--- src/rtl/playfield_ram_arbiter_if.sv ---
// Purpose : bundles the display, game and RAM-side signals of the playfield RAM arbiter.
// Latency : none, wiring only.
// Backpressure: game side uses valid/ready; display and RAM sides are strobes.
// Ports (signals):
//   disp_req/disp_addr -> disp_rdata/disp_rvalid   display scanout reads
//   game_valid/game_we/game_addr/game_wdata
//     -> game_ready/game_rdata/game_rvalid       game logic reads/writes
//   ram_en/ram_we/ram_addr/ram_wdata <- ram_rdata single-port cell RAM
//   starve_err                                    sticky starvation flag
// Modports: slave = the arbiter, master = the surrounding system.
interface playfield_ram_arbiter_if #(
    parameter int ADDR_W = 8,
    parameter int DATA_W = 3
);
    logic              disp_req;
    logic [ADDR_W-1:0] disp_addr;
    logic [DATA_W-1:0] disp_rdata;
    logic              disp_rvalid;

    logic              game_valid;
    logic              game_ready;
    logic              game_we;
    logic [ADDR_W-1:0] game_addr;
    logic [DATA_W-1:0] game_wdata;
    logic [DATA_W-1:0] game_rdata;
    logic              game_rvalid;

    logic              ram_en;
    logic              ram_we;
    logic [ADDR_W-1:0] ram_addr;
    logic [DATA_W-1:0] ram_wdata;
    logic [DATA_W-1:0] ram_rdata;

    logic              starve_err;

    modport slave (
        input  disp_req, disp_addr,
        input  game_valid, game_we, game_addr, game_wdata,
        input  ram_rdata,
        output disp_rdata, disp_rvalid,
        output game_ready, game_rdata, game_rvalid,
        output ram_en, ram_we, ram_addr, ram_wdata,
        output starve_err
    );

    modport master (
        output disp_req, disp_addr,
        output game_valid, game_we, game_addr, game_wdata,
        output ram_rdata,
        input  disp_rdata, disp_rvalid,
        input  game_ready, game_rdata, game_rvalid,
        input  ram_en, ram_we, ram_addr, ram_wdata,
        input  starve_err
    );
endinterface

--- src/rtl/playfield_ram_arbiter.sv ---
// Purpose : shares one single-port playfield cell RAM between display scanout
//           (absolute priority) and game logic (every cycle the display leaves idle).
// Latency : grant in cycle N, RAM access N+1, rdata/rvalid out in N+3; one access per cycle.
// Backpressure: game_ready = !disp_req && !reset; display is never stalled.
// Ports:
//   pixclk_i  pixel-domain clock, rising edge
//   reset_i   asynchronous active-high reset
//   bus       playfield_ram_arbiter_if.slave (display, game and RAM signals)
module playfield_ram_arbiter #(
    parameter int ADDR_W       = 8,
    parameter int DATA_W       = 3,
    parameter int STARVE_LIMIT = 64
) (
    input  logic                  pixclk_i,
    input  logic                  reset_i,
    playfield_ram_arbiter_if.slave bus
);
    localparam int CNT_W = $clog2(STARVE_LIMIT + 1);
    localparam logic [CNT_W-1:0] LIMIT_C = CNT_W'(STARVE_LIMIT);
    localparam logic OWN_GAME = 1'b0;
    localparam logic OWN_DISP = 1'b1;

    logic              game_ready;

    logic              ram_en_d, ram_en_q;
    logic              ram_we_d, ram_we_q;
    logic [ADDR_W-1:0] ram_addr_d, ram_addr_q;
    logic [DATA_W-1:0] ram_wdata_d, ram_wdata_q;

    // Tag {valid, owner}: tag1 travels with the RAM request, tag2 with the
    // returning RAM data. Writes carry valid=0 so they never raise rvalid.
    logic [1:0]        tag1_d, tag1_q, tag2_q;

    logic [DATA_W-1:0] disp_rdata_q, game_rdata_q;
    logic              disp_rvalid_q, game_rvalid_q;

    logic [CNT_W-1:0]  stall_cnt_d, stall_cnt_q;
    logic              starve_err_d, starve_err_q;

    assign game_ready = !bus.disp_req && !reset_i;

    always_comb begin
        ram_en_d    = 1'b0;
        ram_we_d    = 1'b0;
        ram_addr_d  = ram_addr_q;
        ram_wdata_d = ram_wdata_q;
        tag1_d      = 2'b00;
        if (bus.disp_req) begin
            ram_en_d   = 1'b1;
            ram_addr_d = bus.disp_addr;
            tag1_d     = {1'b1, OWN_DISP};
        end else if (bus.game_valid) begin
            ram_en_d    = 1'b1;
            ram_we_d    = bus.game_we;
            ram_addr_d  = bus.game_addr;
            ram_wdata_d = bus.game_wdata;
            tag1_d      = {!bus.game_we, OWN_GAME};
        end
    end

    // Stall counter only runs while the game is held off; saturates, never wraps.
    always_comb begin
        stall_cnt_d = '0;
        if (bus.game_valid && !game_ready) begin
            stall_cnt_d = (stall_cnt_q == LIMIT_C) ? stall_cnt_q : stall_cnt_q + 1'b1;
        end
        starve_err_d = starve_err_q || (stall_cnt_d == LIMIT_C);
    end

    always_ff @(posedge pixclk_i or posedge reset_i) begin
        if (reset_i) begin
            ram_en_q      <= 1'b0;
            ram_we_q      <= 1'b0;
            ram_addr_q    <= '0;
            ram_wdata_q   <= '0;
            tag1_q        <= 2'b00;
            tag2_q        <= 2'b00;
            disp_rdata_q  <= '0;
            game_rdata_q  <= '0;
            disp_rvalid_q <= 1'b0;
            game_rvalid_q <= 1'b0;
            stall_cnt_q   <= '0;
            starve_err_q  <= 1'b0;
        end else begin
            ram_en_q      <= ram_en_d;
            ram_we_q      <= ram_we_d;
            ram_addr_q    <= ram_addr_d;
            ram_wdata_q   <= ram_wdata_d;
            tag1_q        <= tag1_d;
            tag2_q        <= tag1_q;
            disp_rvalid_q <= tag2_q[1] && (tag2_q[0] == OWN_DISP);
            game_rvalid_q <= tag2_q[1] && (tag2_q[0] == OWN_GAME);
            // Only the owner's data register updates; the other holds.
            if (tag2_q[1] && (tag2_q[0] == OWN_DISP)) disp_rdata_q <= bus.ram_rdata;
            if (tag2_q[1] && (tag2_q[0] == OWN_GAME)) game_rdata_q <= bus.ram_rdata;
            stall_cnt_q   <= stall_cnt_d;
            starve_err_q  <= starve_err_d;
        end
    end

    assign bus.game_ready  = game_ready;
    assign bus.ram_en      = ram_en_q;
    assign bus.ram_we      = ram_we_q;
    assign bus.ram_addr    = ram_addr_q;
    assign bus.ram_wdata   = ram_wdata_q;
    assign bus.disp_rdata  = disp_rdata_q;
    assign bus.disp_rvalid = disp_rvalid_q;
    assign bus.game_rdata  = game_rdata_q;
    assign bus.game_rvalid = game_rvalid_q;
    assign bus.starve_err  = starve_err_q;
endmodule

--- src/flat_wrapper.sv ---
// flat-port wrapper written by rule: the top's interface ports become plain ports
module playfield_ram_arbiter_flat 
#(
    parameter int ADDR_W       = 8,
    parameter int DATA_W       = 3,
    parameter int STARVE_LIMIT = 64
)
  (pixclk_i, reset_i, bus_disp_req, bus_disp_addr, bus_game_valid, bus_game_we, bus_game_addr, bus_game_wdata, bus_ram_rdata, bus_disp_rdata, bus_disp_rvalid, bus_game_ready, bus_game_rdata, bus_game_rvalid, bus_ram_en, bus_ram_we, bus_ram_addr, bus_ram_wdata, bus_starve_err);
  playfield_ram_arbiter_if #(.ADDR_W(ADDR_W), .DATA_W(DATA_W)) bus_i ();
  input  logic pixclk_i;
  input  logic reset_i;
  input wire logic [$bits(bus_i.disp_req)-1:0] bus_disp_req;
  input wire logic [$bits(bus_i.disp_addr)-1:0] bus_disp_addr;
  input wire logic [$bits(bus_i.game_valid)-1:0] bus_game_valid;
  input wire logic [$bits(bus_i.game_we)-1:0] bus_game_we;
  input wire logic [$bits(bus_i.game_addr)-1:0] bus_game_addr;
  input wire logic [$bits(bus_i.game_wdata)-1:0] bus_game_wdata;
  input wire logic [$bits(bus_i.ram_rdata)-1:0] bus_ram_rdata;
  output wire logic [$bits(bus_i.disp_rdata)-1:0] bus_disp_rdata;
  output wire logic [$bits(bus_i.disp_rvalid)-1:0] bus_disp_rvalid;
  output wire logic [$bits(bus_i.game_ready)-1:0] bus_game_ready;
  output wire logic [$bits(bus_i.game_rdata)-1:0] bus_game_rdata;
  output wire logic [$bits(bus_i.game_rvalid)-1:0] bus_game_rvalid;
  output wire logic [$bits(bus_i.ram_en)-1:0] bus_ram_en;
  output wire logic [$bits(bus_i.ram_we)-1:0] bus_ram_we;
  output wire logic [$bits(bus_i.ram_addr)-1:0] bus_ram_addr;
  output wire logic [$bits(bus_i.ram_wdata)-1:0] bus_ram_wdata;
  output wire logic [$bits(bus_i.starve_err)-1:0] bus_starve_err;
  assign bus_i.disp_req = bus_disp_req;
  assign bus_i.disp_addr = bus_disp_addr;
  assign bus_i.game_valid = bus_game_valid;
  assign bus_i.game_we = bus_game_we;
  assign bus_i.game_addr = bus_game_addr;
  assign bus_i.game_wdata = bus_game_wdata;
  assign bus_i.ram_rdata = bus_ram_rdata;
  assign bus_disp_rdata = bus_i.disp_rdata;
  assign bus_disp_rvalid = bus_i.disp_rvalid;
  assign bus_game_ready = bus_i.game_ready;
  assign bus_game_rdata = bus_i.game_rdata;
  assign bus_game_rvalid = bus_i.game_rvalid;
  assign bus_ram_en = bus_i.ram_en;
  assign bus_ram_we = bus_i.ram_we;
  assign bus_ram_addr = bus_i.ram_addr;
  assign bus_ram_wdata = bus_i.ram_wdata;
  assign bus_starve_err = bus_i.starve_err;
  playfield_ram_arbiter #(.ADDR_W(ADDR_W), .DATA_W(DATA_W), .STARVE_LIMIT(STARVE_LIMIT)) u_core (.pixclk_i(pixclk_i), .reset_i(reset_i), .bus(bus_i));
endmodule
--- config.mk ---
export PLATFORM = sky130hd
export DESIGN_NAME = playfield_ram_arbiter_flat
export DESIGN_NICKNAME = d
export VERILOG_FILES = /design/src/rtl/playfield_ram_arbiter_if.sv /design/src/rtl/playfield_ram_arbiter.sv /design/src/flat_wrapper.sv
export SDC_FILE = /design/constraint.sdc
export NUM_CORES = 1
export LEC_CHECK = 0
export BUFFER_PORTS_ARGS = -buffer_cell sky130_fd_sc_hd__buf_2
export CORE_MARGIN = 3
export CORE_UTILIZATION = 52
export CTS_CLUSTER_SIZE = 24
export DETAILED_ROUTE_END_ITERATION = 8
export GPL_TIMING_DRIVEN = 0
export PLACE_DENSITY_LB_ADDON = 0.15
export SYNTH_ARGS = -nofsm -noshare
export SYNTH_HDL_FRONTEND = slang
export SYNTH_SLANG_ARGS = --single-unit
export TNS_END_PERCENT = 50
--- constraint.sdc ---
create_clock -name pixclk_i -period 4.9 [get_ports pixclk_i]
set_input_delay 0.245 -clock pixclk_i [delete_from_list [all_inputs] [get_ports pixclk_i]]
set_output_delay 0.245 -clock pixclk_i [all_outputs]
set_load 0.05 [all_outputs]
==> results.md, run 1 <==
* CP Launch Point: u_core.stall_cnt_q[0]
* Ordered list of cells on the worst path: clkinv_1 > ha_1 > and3_1 > buf_6 > o41a_1 > o41ai_2
* Routed WL per cell at 13.2 um
* Post-detailed-route count of antenna-violating nets at 0
* Placement Rows at 18
* # fillers at 196
* Wire length of the first global-routing pass at 4720 um
* Synth-to-layout area growth at 26.4%
* Slew of the pin with the lowest slew margin at 0.714 ns
* Number of top-level pins at 50
* #FFs+latches synth at 33
* Setup crit start kind: register
* Die Y at 58.3 um
* Clock power frac at 24.3%
* Starting density of the core at 55.9%
* Area enclosed by the die boundary at 0.00340 sq mm
* Proportion of synthesized chip area in sequential cells at 58.0%
* Post-CTS Setup Repair Bufs at 0
* Input/output buffers at 49
* Buffers from clock root to sink, at most at 2
* Maximum number of pins on one net before global-route repair at 34
* Clk root buf: clkbuf_4
* Count of unresolved DRC violations after routing at 0
* Worst path buffer plus inverter count at 2
* Final weighted congestion in routability-driven placement at 0.742
* Ratio of final minimum period to clock period at 38.2%
* Setup tns final at 0 ns
* Final cell utilization of the core at 70.6%
* Worst hold start: bus_disp_req
* Pleak at 0.896 nW
* TritonCTS Buffers at 5
* Clock-pin transition on the worst setup and hold timing paths at 0.11 ns
* Startpoint-to-endpoint class of the critical path: register to register
* FMAX at 534 MHz
* Category of the worst setup path capture point: register
* Number of non-filler instances in the completed layout at 211
* Most area-consuming cells after synthesis: dfrtp_1 58%, mux2_2 7.1%, mux2i_1 6.3%
* Cell Pwr Density at 336 mW/mm^2
* Setup repair after global routing missed its margin: false
* Width of the die at 58.3 um
* Length of the first detailed-routing pass in iterations at 4
* Number of distinct standard cells referenced by the synthesized netlist at 29
* Fraction of power consumed by combinational cells at 25.3%
* Aggregate global-route resource usage at 19.1%
* Top_reg_cell synth: dfrtp_1
* Antenna violations before repair at 0
* Cells after Synth at 122
* Area fraction of the dominant cell type after synthesis at 58.0%
* Total placed instance area at 0.00171 sq mm
* Final std cell area, no fill at 0.00180 sq mm
* Clock sink count at 33
* Commonest non-fill, non-tap cell in the layout: buf_2
* Quantity of gates resized following cts at 0
* Via total after detailed routing at 1,094
* Number of buffers added to fix hold violations after cts at 0
* CTS tree: yes
* Gate family responsible for the most delay along the worst path: compound AO/OA/AOI/OAI gates
* Via count of the first global-routing pass at 1,080
* Setup violators final at 0
* Worst-case setup slack after placement at 3.10 ns
* Net switching fraction of the power at 34.9%
* IR drop worst, VDD at 0.278 mV
* Number of nets in the finished design at 209
* Launch point of the worst reg-to-reg path: u_core.stall_cnt_q[0]
* Run status: complete, no violations
* Slowest cell delay on critical path at 0.43 ns
* Total Power Consumption at 604 uW
* Total length of routed wires at 2800 um
* Core outline area at 0.00254 sq mm
* Worst-path cell with the longest stage delay: dfrtp_1
* Number of hold-slack violations in the final timing report at 0
* Clock insertion delay at the later pin of the skew report at 0.33 ns
* Tmin final at 1.87 ns
* Reg power frac at 50.5%
* Async set-or-reset flop fraction in the synthesized netlist at 100%
* Cell area after synthesis at 0.00142 sq mm
* Warnings, synthesis at 0
* GRT overflow at 0
* Count of final max-slew check failures at 0
* Internal power consumption at 393 uW
* Switching power total at 211 uW
* Highest-count cells in the layout ignoring fill and taps: 49 x buf_2, 33 x dfrtp_1, 11 x nand2_1, 11 x nor2_1
* Vias/cell at 5.18
* Final worst setup slack at 3.03 ns
* # placed instances at 201
* Antenna cells at 0
* Count of flip-flops with a built-in enable after synthesis at 0
* Net Count, Synth at 151
* Cell type with the highest aggregate area in the netlist: dfrtp_1
* Maximum fanout along the worst path at 6
* Max-capacitance violation count at 0
* Required time reported for the critical path endpoint at 5.14 ns
* Tightest slew margin relative to the limit at 52.1%
* Proportion of layout cells with a drive suffix above 1 at 38.7%
* Count of H-tree levels built during CTS at 2
* Post-synthesis average cell area at 11.7 sq um
* 1st-iter DRT viols at 31
* HPWL after detailed placement at 1980 um
* Post-route clock skew at 0.00859 ns
* Data arrival, critical path at 2.11 ns
* Classification of the worst-slack hold path: primary input to register
* Worst hold slack at 0.0582 ns
==> sequential cells by signal, indices dropped and copies added (netlist names) <==
register and cells:
u_core.bus.ram_we 1, u_core.bus.starve_err 1, u_core.bus.disp_rvalid 1, u_core.tag1_q 2
u_core.bus.ram_addr 8, u_core.bus.game_rdata 3, u_core.bus.game_rvalid 1, u_core.bus.disp_rdata 3
u_core.bus.ram_en 1, u_core.bus.ram_wdata 3, u_core.tag2_q 2, u_core.stall_cnt_q 7
==> logic make-up after synthesis <==
logic type               after synthesis  synth area share (%)
XOR/XNOR                               7                  4.31
AO/OA/AOI/OAI                         15                  7.39
multiplexers                          18                  13.5
AND/OR/NAND/NOR                       35                  11.1
buffers and inverters                 12                  3.96
adder cells (fa/ha/maj)                2                  1.76
flip-flops                            33                  58.0
==> routing by layer <==
metal / vias to the layer above / track usage [%] / wire [um]
met2: 41 / 30.1 / 1450
met4: 0 / 10.9 / 38
met1: 522 / 22.6 / 1120
li1: 527 / - / -
met5: - / 0 / 0
met3: 4 / 6.58 / 183
==> synth_stat cells, types with 2 or more instances <==
library cell and count:
xnor2_1 5, and2_1 2, o21ai_0 3, a21o_1 2, xor2_1 2, nor2_1 11
mux2_2 9, o21ai_1 6, nand3_1 3, mux2i_1 9, ha_1 2, clkbuf_1 3
nand2_1 11, inv_1 6, nor3_1 2, dfrtp_1 33
==> final cells by class <==
| cell class | instances | area (sq um) | share of cell area (%) |
|---|---|---|---|
| Inverter | 7 | 26.3 | 1.46 |
| Multi-Input combinational cell | 77 | 541 | 30.1 |
| Tap cell | 30 | 37.5 | 2.09 |
| Sequential cell | 33 | 826 | 45.9 |
| Timing Repair Buffer | 51 | 283 | 15.7 |
| Clock buffer | 5 | 37.5 | 2.09 |
| Clock inverter | 3 | 17.5 | 0.974 |
| Buffer | 5 | 30.0 | 1.67 |
==> power by group through the flow <==
stage / logic, mW / clock network [mW] / registers [mW]
2_1_floorplan: 0.0412 / 0 / 0.378
3_3_place_gp: 0.147 / 0 / 0.309
3_5_place_dp: 0.150 / 0 / 0.310
4_1_cts: 0.150 / 0.155 / 0.305
5_1_grt: 0.163 / 0.169 / 0.309
6_report: 0.153 / 0.147 / 0.305
==> path summary, 6_finish.rpt <==
kind / to / slack (ns) / depth (start not counted)
max: u_core.bus.starve_err / 3.03 / 6
min: u_core.tag1_q[0] / 0.06 / 1
max reg2reg: u_core.bus.starve_err / 3.03 / 6
min reg2reg: u_core.tag2_q[1] / 0.36 / 0
max in group asynchronous: u_core.bus.disp_rvalid / 3.95 / 4
min in group asynchronous: u_core.stall_cnt_q[2] / 0.48 / 3
(Power assumes the default switching activity.)
==> run 2, diff against run 1 <==
--- a/config.mk
+++ b/config.mk
@@ -7,7 +7,7 @@
 export LEC_CHECK = 0
 export BUFFER_PORTS_ARGS = -buffer_cell sky130_fd_sc_hd__buf_2
 export CORE_MARGIN = 3
-export CORE_UTILIZATION = 52
+export CORE_UTILIZATION = 48
 export CTS_CLUSTER_SIZE = 24
 export DETAILED_ROUTE_END_ITERATION = 8
 export GPL_TIMING_DRIVEN = 0
==> constraint.sdc (replaced) <==
create_clock -name pixclk_i -period 1.9 [get_ports pixclk_i]
set_input_delay 0.095 -clock pixclk_i [delete_from_list [all_inputs] [get_ports pixclk_i]]
set_output_delay 0.095 -clock pixclk_i [all_outputs]
set_load 0.05 [all_outputs]
==> run 2 against run 1 <==
Worst setup slack lost 2.9 ns. Flip-flop and latch count is the same. Core utilization grew 0.56 points. First-iteration DRC count shrank 3.2%. Cell count grew 7.6%. Non-clock buffer count grew 15. Largest cell class unchanged.
==> results.md, run 2 (same netlist as run 1, synthesis figures left out) <==
* Number of nets in the finished design at 224 (+7.2%)
* Final cell utilization of the core at 71.2% (+0.56 points)
* Total length of routed wires at 2980 um (+6.7%)
* Placement Rows at 19 (+1)
* Post-route clock skew at 0.00955 ns (+0.000956 ns)
* Switching power total at 549 uW (+160%)
* Tightest slew margin relative to the limit at 53.4% (+1.3 points)
* Worst hold slack at 0.0112 ns (-0.0469 ns)
* Final std cell area, no fill at 0.00198 sq mm (+10%)
* Count of unresolved DRC violations after routing at 0 (unchanged)
* Number of hold-slack violations in the final timing report at 0 (unchanged)
* Total Power Consumption at 1.76 mW (+190%)
* Post-detailed-route count of antenna-violating nets at 0 (unchanged)
* Highest-count cells in the layout ignoring fill and taps: 49 x buf_2, 33 x dfrtp_1, 16 x dlygate4sd3_1
* Synth-to-layout area growth at 39.2%
* Worst-path cell with the longest stage delay: dlygate4sd3_1
* CP Launch Point: bus_disp_req
* Setup repair after global routing missed its margin: false
* Clk root buf: clkbuf_4
* Width of the die at 60.4 um (+3.7%)
* Reg-to-reg setup timing slack at 0.17 ns (-2.86 ns)
* Maximum fanout along the worst path at 10 (+4)
* Pleak at 0.978 nW (+9.1%)
* Wire length of the first global-routing pass at 4810 um (+1.9%)
* GRT overflow at 0 (unchanged)
* Ratio of final minimum period to clock period at 93.4%
* Data arrival, critical path at 1.68 ns (-0.43 ns)
* Count of final max-slew check failures at 0 (unchanged)
* Slew of the pin with the lowest slew margin at 0.694 ns (-0.0193 ns)
* Tmin final at 1.77 ns
* Starting density of the core at 51.1% (-4.8 points)
* Area enclosed by the die boundary at 0.00365 sq mm (+7.5%)
* CTS tree: yes
* R2R cell count at 6 (unchanged)
* Classification of the worst-slack hold path: primary input to register
* Antenna violations before repair at 0 (unchanged)
* Reg-to-reg critical path endpoint: u_core.bus.starve_err
* Reg power frac at 44.9% (-5.6 points)
* 1st-iter DRT viols at 30 (-3.2%)
* Slowest cell delay on critical path at 0.52 ns (+0.09 ns)
* Setup tns final at 0 ns (unchanged)
* Net switching fraction of the power at 31.2% (-3.7 points)
* Startpoint-to-endpoint class of the critical path: primary input to output port
* Via total after detailed routing at 1,133 (+3.6%)
* TritonCTS Buffers at 5 (unchanged)
* Critical Path Most Common Cell: buf_2
* Clock insertion delay at the later pin of the skew report at 0.33 ns (about the same)
* Setup crit start kind: primary input
* Worst setup path end: bus_game_ready
* Number of non-filler instances in the completed layout at 227 (+7.6%)
* Launch point of the worst reg-to-reg path: u_core.stall_cnt_q[1]
* Worst path buffer plus inverter count at 5 (+3)
* FMAX at 564 MHz
* Required time reported for the critical path endpoint at 1.80 ns (-3.34 ns)
* Cell Pwr Density at 888 mW/mm^2 (+160%)
* Clock-pin transition on the worst setup and hold timing paths at 0.10 ns (about the same)
* Antenna cells at 0 (unchanged)
* Input/output buffers at 49 (unchanged)
* Final worst setup slack at 0.126 ns (-2.90 ns)
* Internal power consumption at 1.21 mW (+210%)
* Length of the first detailed-routing pass in iterations at 4 (unchanged)
* Setup violators final at 0 (unchanged)
* Max FFs per register at 8 (unchanged)
* Proportion of layout cells with a drive suffix above 1 at 36.2% (-2.4 points)
* Category of the worst setup path capture point: output port
* Run status: complete, no violations
* Commonest non-fill, non-tap cell in the layout: buf_2
* Ordered list of cells on the worst path: dlygate4sd3_1 > buf_2 > clkbuf_1 > clkbuf_2 > nor2_1 > buf_2
* Gate family responsible for the most delay along the worst path: buffers and inverters
* Count of H-tree levels built during CTS at 2 (unchanged)
* Total placed instance area at 0.00171 sq mm (about the same)
* IR drop worst, VDD at 0.806 mV (+190%)
* Buffers from clock root to sink, at most at 2 (unchanged)
* Clock sink count at 33 (unchanged)
* # placed instances at 202 (+0.50%)
* Via count of the first global-routing pass at 1,115 (+3.2%)
* Core outline area at 0.00278 sq mm (+9.3%)
* Routed WL per cell at 13.1 um (-0.86%)
* Die Y at 60.4 um (+3.7%)
* Number of top-level pins at 50 (unchanged)
* Aggregate global-route resource usage at 17.9% (-1.2 points)
* Instance count on the critical path at 6 (unchanged)
* Final weighted congestion in routability-driven placement at 0.788 (+6.2%)
* Worst-case setup slack after placement at 0.103 ns (-3.00 ns)
* Fraction of power consumed by combinational cells at 23.8% (-1.5 points)
* HPWL after detailed placement at 2000 um (+1.2%)
* Clock power frac at 31.3% (+7.0 points)
* Maximum number of pins on one net before global-route repair at 34 (unchanged)
* Vias/cell at 4.99 (-3.7%)
* Max-capacitance violation count at 0 (unchanged)
[run 2: cell count changes in the layout (fill, tap and decap cells not counted), sizes merged]
cell / previous run / this run
clkbuf: 8 / 10
bufinv: 0 / 1
dlygate4sd3: 1 / 16
clkinvlp: 1 / 0
inv: 6 / 7
clkinv: 3 / 0
[run 2: power groups by stage]
stage | registers, mW | clock network [mW] | logic, mW
after floorplan | 0.976 | 0 | 0.106
after global placement | 0.798 | 0 | 0.379
after detailed placement | 0.802 | 0 | 0.388
after CTS | 0.789 | 0.560 | 0.411
after global routing | 0.797 | 0.593 | 0.447
final | 0.790 | 0.551 | 0.418
[run 2: cell type report]
class                      count  area [sq um]
sequential                    33           826
fill                         196           801
multi-input combinational     77           541
timing repair buffer          66           433
clock buffer                   7          55.1
tap                           31          38.8
buffer                         5          31.3
clock inverter                 1          30.0
inverter                       7          26.3
[run 2: worst reg2reg max path, cell delays in order (launching register included)]
cell and delay [ns]:
dfrtp_1 0.46, inv_1 0.07, ha_1 0.19, and3_1 0.15, buf_6 0.13, o41a_1 0.37
o41ai_2 0.27
[run 2: layer usage]
layer  vias up  track usage (%)  wire length [um]
li1        559                -                 -
met1       530             21.9              1260
met2        40             29.9              1500
met3         4             6.17               189
met4         0             5.88                33
met5         -                0                 0
[run 2: timing repair]
item,CTS,global route
setup endpoints to repair,0,2
resized for setup,0,3
endpoints found under the hold margin,16,9
setup buffers,0,0
hold buffers,15,1
[run 2: how the worst min path moves through the flow]
stage	to	startpoint	slack (ns)	cells past startpoint
after CTS	u_core.bus.game_rdata[2]	bus_ram_rdata[2]	0.0005	2
after global routing	u_core.bus.disp_rdata[2]	bus_ram_rdata[2]	0.01	2
after floorplan	u_core.tag1_q[0]	bus_disp_req	0.13	0
after detailed placement	u_core.tag1_q[0]	bus_disp_req	0.25	1
final	u_core.bus.game_rdata[2]	bus_ram_rdata[2]	0.01	2
after global placement	u_core.tag1_q[0]	bus_disp_req	0.24	1
